## src/rtl/uram_port_master.sv

```systemverilog
// uram_port_master: issues requests onto a URAM-style port and returns read data in issue order.
// Define URAM_PORT_WR_ACK_EN to also return a response (rsp_wr=1, rsp_data=0) for every write.
module uram_port_master #(
  parameter int RD_LAT    = 2,
  parameter int RSP_DEPTH = 8
) (
  input  logic        clk,
  input  logic        rst_n,
  input  logic        req_valid,
  output logic        req_ready,
  input  logic        req_wr,
  input  logic [22:0] req_addr,
  input  logic [8:0]  req_bwe,
  input  logic [71:0] req_data,
  output logic        rsp_valid,
  input  logic        rsp_ready,
  output logic [71:0] rsp_data,
  output logic        rsp_wr,
  input  logic        quiesce,
  output logic        idle,
  output logic [22:0] MEM_ADDR,
  output logic [8:0]  MEM_BWE,
  output logic [71:0] MEM_DIN,
  output logic        MEM_EN,
  output logic        MEM_RDB_WR,
  input  logic [71:0] MEM_DOUT
);

  localparam int AW = $clog2(RSP_DEPTH);
  localparam int PW = AW + 1;

  typedef enum logic [1:0] {RUN, DRAIN, HALT} state_t;

  state_t            state;
  state_t            state_nxt;
  logic              hs;
  logic              track;
  logic              push;
  logic              pop;
  logic              fifo_empty;
  logic              fifo_full;
  logic [PW-1:0]     outstanding;
  logic [PW-1:0]     outstanding_nxt;
  logic [PW-1:0]     wr_ptr;
  logic [PW-1:0]     rd_ptr;
  logic [RD_LAT-1:0] sr_vld;
  logic [71:0]       push_data;
  logic [71:0]       fifo_data [RSP_DEPTH];

  assign hs = req_valid & req_ready;

  assign MEM_EN     = hs;
  assign MEM_RDB_WR = hs & req_wr;
  assign MEM_BWE    = hs ? req_bwe : '0;
  assign MEM_ADDR   = req_addr;
  assign MEM_DIN    = req_data;

`ifdef URAM_PORT_WR_ACK_EN
  logic [RD_LAT-1:0] sr_wr;
  logic              push_wr;
  logic              fifo_wr [RSP_DEPTH];

  assign track     = hs;
  assign push_wr   = sr_wr[RD_LAT-1];
  assign push_data = push_wr ? '0 : MEM_DOUT;
  assign rsp_wr    = fifo_empty ? push_wr : fifo_wr[rd_ptr[AW-1:0]];

  always_ff @(posedge clk) begin
    if (!rst_n) begin
      sr_wr <= '0;
    end else begin
      sr_wr[0] <= hs & req_wr;
      for (int i = 1; i < RD_LAT; i++) sr_wr[i] <= sr_wr[i-1];
    end
  end

  always_ff @(posedge clk) begin
    if (push) fifo_wr[wr_ptr[AW-1:0]] <= push_wr;
  end
`else
  assign track     = hs & ~req_wr;
  assign push_data = MEM_DOUT;
  assign rsp_wr    = 1'b0;
`endif

  // The FIFO falls through when empty so a response is presented in the cycle its data arrives.
  assign push       = sr_vld[RD_LAT-1];
  assign fifo_empty = (wr_ptr == rd_ptr);
  assign fifo_full  = (wr_ptr[AW] != rd_ptr[AW]) && (wr_ptr[AW-1:0] == rd_ptr[AW-1:0]);
  assign rsp_valid  = ~fifo_empty | push;
  assign rsp_data   = fifo_empty ? push_data : fifo_data[rd_ptr[AW-1:0]];
  assign pop        = rsp_valid & rsp_ready;

  always_comb begin
    outstanding_nxt = outstanding;
    if (track && !pop) begin
      outstanding_nxt = outstanding + PW'(1);
    end else if (!track && pop) begin
      outstanding_nxt = outstanding - PW'(1);
    end
  end

  always_ff @(posedge clk) begin
    if (!rst_n) begin
      sr_vld      <= '0;
      wr_ptr      <= '0;
      rd_ptr      <= '0;
      outstanding <= '0;
    end else begin
      sr_vld[0] <= track;
      for (int i = 1; i < RD_LAT; i++) sr_vld[i] <= sr_vld[i-1];
      if (push) wr_ptr <= wr_ptr + PW'(1);
      if (pop)  rd_ptr <= rd_ptr + PW'(1);
      outstanding <= outstanding_nxt;
    end
  end

  always_ff @(posedge clk) begin
    if (push) fifo_data[wr_ptr[AW-1:0]] <= push_data;
  end

  always_ff @(posedge clk) begin
    if (rst_n && push && !pop) assert (!fifo_full);
  end

  always_ff @(posedge clk) begin
    if (!rst_n) state <= RUN;
    else        state <= state_nxt;
  end

  // Leaving DRAIN looks at the post-edge count so idle follows the last pop by one cycle.
  always_comb begin
    state_nxt = state;
    case (state)
      RUN:     if (quiesce) state_nxt = DRAIN;
      DRAIN: begin
        if (!quiesce)                     state_nxt = RUN;
        else if (outstanding_nxt == '0)   state_nxt = HALT;
      end
      HALT:    if (!quiesce) state_nxt = RUN;
      default: state_nxt = RUN;
    endcase
  end

  always_comb begin
    req_ready = rst_n && (state == RUN) && (outstanding < PW'(RSP_DEPTH));
    idle      = (state == HALT);
  end

endmodule

```

## config.mk

```make
export PLATFORM = sky130hd
export DESIGN_NAME = uram_port_master
export DESIGN_NICKNAME = d
export VERILOG_FILES = /design/src/rtl/uram_port_master.sv
export SDC_FILE = /design/constraint.sdc
export NUM_CORES = 1
export LEC_CHECK = 0
export ABC_CLOCK_PERIOD_IN_PS = 9980
export CORE_MARGIN = 3
export CORE_UTILIZATION = 42
export DETAILED_ROUTE_END_ITERATION = 6
export HOLD_SLACK_MARGIN = 0.05
export PLACE_DENSITY_LB_ADDON = 0.12
export SLEW_MARGIN = 20
export SYNTH_ARGS = -nofsm -noshare
export SYNTH_HDL_FRONTEND = slang
export SYNTH_SLANG_ARGS = --single-unit
```

## constraint.sdc

```tcl
create_clock -name clk -period 9.98 [get_ports clk]
set_input_delay 0.998 -clock clk [delete_from_list [all_inputs] [get_ports clk]]
set_output_delay 0.998 -clock clk [all_outputs]
set_load 0.01 [all_outputs]
```

==> impl_metrics.xml <==
<?xml version="1.0" encoding="UTF-8"?>
<metrics>
  <group name="status">
    <metric name="run_status" unit="">completed</metric>
  </group>
  <group name="cts">
    <metric name="postCtsSetupBuffers" unit="">0</metric>
    <metric name="clockBufferDepth" unit="">3</metric>
    <metric name="ctsHtreeMaxLevel" unit="">3</metric>
    <metric name="source_to_sink_clock_delay_at_the_later_pin_of_the_worst_skew_pair" unit="ns">0.59</metric>
    <metric name="cts_hold_buffers" unit="">0</metric>
    <metric name="clockRootBuffer" unit="">sky130_fd_sc_hd__clkbuf_16</metric>
    <metric name="post_cts_resized" unit="">0</metric>
    <metric name="cts_tree" unit="">done</metric>
    <metric name="clock_sinks" unit="">595</metric>
    <metric name="clock_buffer_count_from_cts" unit="">66</metric>
    <metric name="cts.clk_slew.worst_paths" unit="ns">0.06</metric>
  </group>
  <group name="hold_path">
    <metric name="worst_hold_path_type" unit="">reg -&gt; reg</metric>
    <metric name="endpoint_with_the_worst_hold_slack" unit="">sr_vld[1]</metric>
    <metric name="whs_path_depth" unit="">1</metric>
    <metric name="worstHoldStart" unit="">sr_vld[0]</metric>
  </group>
  <group name="sta">
    <metric name="fin_tns_setup" unit="ns">0</metric>
    <metric name="fin_crit_sh" unit="%">54.7</metric>
    <metric name="final_period_minus_worst_setup_slack" unit="ns">5.46</metric>
    <metric name="timing.final.max_slew_violations" unit="">0</metric>
    <metric name="rsz0062_at_grt" unit="">no</metric>
    <metric name="finalSetupViolations" unit="">0</metric>
    <metric name="slew_headroom" unit="%">29.3</metric>
    <metric name="final_hold_viol_count" unit="">0</metric>
    <metric name="actual_slew_at_the_worst_max_slew_pin" unit="ns">1.06</metric>
    <metric name="clock_skew" unit="ns">0.0166</metric>
    <metric name="fmax" unit="MHz">183</metric>
  </group>
  <group name="drt">
    <metric name="drt_pre_antenna_iters" unit="">4</metric>
    <metric name="postRouteWirelength" unit="um">51000</metric>
    <metric name="viasPerCell" unit="">5.33</metric>
    <metric name="ant_nets" unit="">0</metric>
    <metric name="route.vias.total" unit="">11300</metric>
    <metric name="wl_per_cell" unit="um">24.0</metric>
    <metric name="drc" unit="">0</metric>
    <metric name="drt_iter0_drc" unit="">761</metric>
  </group>
  <group name="yosys">
    <metric name="netlist_top_cells_area" unit="">sky130_fd_sc_hd__edfxtp_1, sky130_fd_sc_hd__mux4_2, sky130_fd_sc_hd__mux2i_1</metric>
    <metric name="yosys_warnings" unit="">0</metric>
    <metric name="synth_cell_type_count" unit="">41</metric>
    <metric name="area_share_of_the_largest_cell_type_after_synthesis" unit="%">72.2</metric>
    <metric name="syn_nets" unit="">1408</metric>
    <metric name="synth_top_flop_cell" unit="">sky130_fd_sc_hd__edfxtp_1</metric>
    <metric name="async_reset_ff_share" unit="%">0</metric>
    <metric name="sequential_share_of_the_synthesized_area" unit="%">73.8</metric>
    <metric name="synth_edf_count" unit="">576</metric>
    <metric name="syn-instance-count" unit="">1222</metric>
    <metric name="avgSynthCellArea" unit="um^2">19.6</metric>
    <metric name="synth_top_area_cell" unit="">sky130_fd_sc_hd__edfxtp_1</metric>
    <metric name="synth-seq-cells" unit="">595</metric>
    <metric name="syn-cell-area" unit="um^2">23900</metric>
  </group>
  <group name="setup_path">
    <metric name="required" unit="ns">8.98</metric>
    <metric name="path_cells" unit="">buf_4 -&gt; buf_4 -&gt; mux4_2 -&gt; mux2i_1 -&gt; o21ai_0 -&gt; clkdlybuf4s50_1</metric>
    <metric name="cp_slowest_stage_delay" unit="ns">0.79</metric>
    <metric name="critical_path.reg2reg.endpoint" unit="">fifo_data[6][69]</metric>
    <metric name="cp_top_family" unit="">buffers and inverters</metric>
    <metric name="critical_path_peak_fanout" unit="">42</metric>
    <metric name="path_buf_inv" unit="">3</metric>
    <metric name="critical_path.reg2reg.startpoint" unit="">sr_vld[1]</metric>
    <metric name="cp-end-kind" unit="">primary output</metric>
    <metric name="cp.arrival" unit="ns">4.46</metric>
    <metric name="critPathLaunchType" unit="">flip-flop</metric>
    <metric name="type_of_the_worst_setup_path" unit="">reg -&gt; out</metric>
    <metric name="worst-r2r-setup-slack" unit="ns">7.03</metric>
    <metric name="crit_slowest_cell" unit="">sky130_fd_sc_hd__buf_4</metric>
    <metric name="rr_worst_depth" unit="">4</metric>
    <metric name="worst_path_most_repeated_cell" unit="">sky130_fd_sc_hd__buf_4</metric>
  </group>
  <group name="power_and_ir_drop">
    <metric name="ir_drop" unit="mV">0.116</metric>
    <metric name="p_int" unit="W">0.00434</metric>
    <metric name="register_share_of_total_power" unit="%">49.6</metric>
    <metric name="clock_power_share" unit="%">40.5</metric>
    <metric name="cellPowerDensity" unit="nW/um^2">200</metric>
    <metric name="power.leakage" unit="nW">8.60</metric>
    <metric name="power.share.combinational" unit="%">9.8</metric>
    <metric name="power_switching_share" unit="%">22.1</metric>
    <metric name="switching_power_summed_over_all_nets" unit="W">0.00123</metric>
  </group>
  <group name="placement">
    <metric name="detailed_place_hpwl" unit="um">27000</metric>
    <metric name="globalplace.congestion" unit="">0.716</metric>
    <metric name="numPortBuffers" unit="">172</metric>
  </group>
  <group name="final_layout">
    <metric name="most-common-layout-cells" unit="">sky130_fd_sc_hd__edfxtp_1, sky130_fd_sc_hd__clkdlybuf4s50_1, sky130_fd_sc_hd__mux4_2, sky130_fd_sc_hd__nand2_1, sky130_fd_sc_hd__mux2i_1</metric>
    <metric name="layout-drive-gt1-share" unit="%">19.6</metric>
    <metric name="area_growth" unit="%">16.4</metric>
    <metric name="layout_commonest_cell" unit="">sky130_fd_sc_hd__edfxtp_1</metric>
    <metric name="final_net_count" unit="">1512</metric>
    <metric name="layout.core_utilization" unit="%">50.0</metric>
  </group>
  <group name="grt">
    <metric name="grt_pass1_wl" unit="um">76700</metric>
    <metric name="groute.usage.overall" unit="%">17.2</metric>
    <metric name="grt_start_max_net_pins" unit="">87</metric>
    <metric name="antenna_found_initial" unit="">5</metric>
    <metric name="grt_pass1_vias" unit="">11900</metric>
    <metric name="grt_remaining_overflow" unit="">0</metric>
  </group>
  <group name="floorplan">
    <metric name="placeableCoreArea" unit="um^2">55700</metric>
    <metric name="design.die.area" unit="um^2">59900</metric>
    <metric name="design.portCount" unit="">364</metric>
    <metric name="standard_cell_row_count" unit="">86</metric>
    <metric name="die_x" unit="um">245</metric>
    <metric name="die-height" unit="um">245</metric>
    <metric name="initial_core_util" unit="%">43.0</metric>
  </group>
  <group name="job">
    <metric name="max_cap_violations" unit="">0</metric>
  </group>
</metrics>
## metrics by stage
step | std cells | area (um^2) | power (W) | hold WS (ns) | worst slack, ns
global route | 2125 | 27900 | 0.00581 | 0.446 | 4.10
CTS | 2124 | 27900 | 0.00566 | 0.438 | 4.31
detailed placement | 2006 | 25900 | 0.00338 | 0.430 | 4.97
floorplan | 1222 | 23900 | 0.00316 | 0.412 | 3.78
global placement | 2006 | 25900 | 0.00338 | 0.417 | 5.05
finish | 2127 | 27900 | 0.00558 | 0.441 | 4.52
## flip-flops by register name, summed over array words and instances, names as in the netlist, named ones only
signal       count
fifo_data      576
outstanding      4
rd_ptr           4
wr_ptr           4
sr_vld           2
state            2
## power groups by stage
stage | clock [W] | sequential [W] | combinational, W
detailed placement | 0 | 0.00282 | 0.000561
CTS | 0.00233 | 0.00277 | 0.000563
global placement | 0 | 0.00282 | 0.000555
global route | 0.00244 | 0.00277 | 0.000601
finish | 0.00226 | 0.00277 | 0.000549
floorplan | 0 | 0.00281 | 0.000345
## worst max-delay path by stage
stage	from	endpoint	cells past startpoint
2_1_floorplan	sr_vld[1]	fifo_data[0][0]	3
3_3_place_gp	flip-flop	rsp_data[70]	6
3_5_place_dp	flip-flop	rsp_data[61]	6
4_1_cts	flip-flop	rsp_data[61]	6
5_1_grt	flip-flop	rsp_data[61]	6
6_report	flip-flop	rsp_data[61]	6
## cell usage after synthesis, types with 5 or more instances
library cell,instances
sky130_fd_sc_hd__edfxtp_1,576
sky130_fd_sc_hd__mux4_2,144
sky130_fd_sc_hd__buf_4,97
sky130_fd_sc_hd__nand2_1,81
sky130_fd_sc_hd__mux2i_1,75
sky130_fd_sc_hd__o21ai_0,74
sky130_fd_sc_hd__clkbuf_1,39
sky130_fd_sc_hd__dfxtp_1,19
sky130_fd_sc_hd__buf_2,12
sky130_fd_sc_hd__and2_1,10
sky130_fd_sc_hd__and3_1,10
sky130_fd_sc_hd__buf_1,10
sky130_fd_sc_hd__xnor2_1,10
sky130_fd_sc_hd__nor2_1,9
sky130_fd_sc_hd__inv_1,7
sky130_fd_sc_hd__a21oi_1,5
## cell families (layout without fill, tap and decap cells)
group	after synthesis	after routing	share of synthesized area, %
fa+ha+maj	4	4	0.209
simple gates	134	134	2.60
mux	219	219	16.7
buf+inv	166	320	4.21
compound gates	92	92	2.08
other cells	1	4	0.0157
xor+xnor	11	11	0.402
flops	595	595	73.8
## layout make-up
cell class / count / area (um^2)
Timing Repair Buffer: 194 / 1890
Clock buffer: 86 / 1770
Inverter: 8 / 35.0
Clock inverter: 32 / 240
Multi-Input combinational cell: 461 / 5320
Sequential cell: 595 / 17700
Antenna cell: 3 / 7.51
Tap cell: 748 / 936
Fill cell: 4588 / 27900
## routing by layer
layer / up-vias / track usage [%] / wire (um)
li1: 5018 / - / -
met5: - / 0.408 / 45
met1: 5894 / 23.6 / 22600
met2: 306 / 27.2 / 24500
met4: 6 / 4.52 / 987
met3: 103 / 4.82 / 2930
Note: power is estimated with default switching activity, not from simulation.
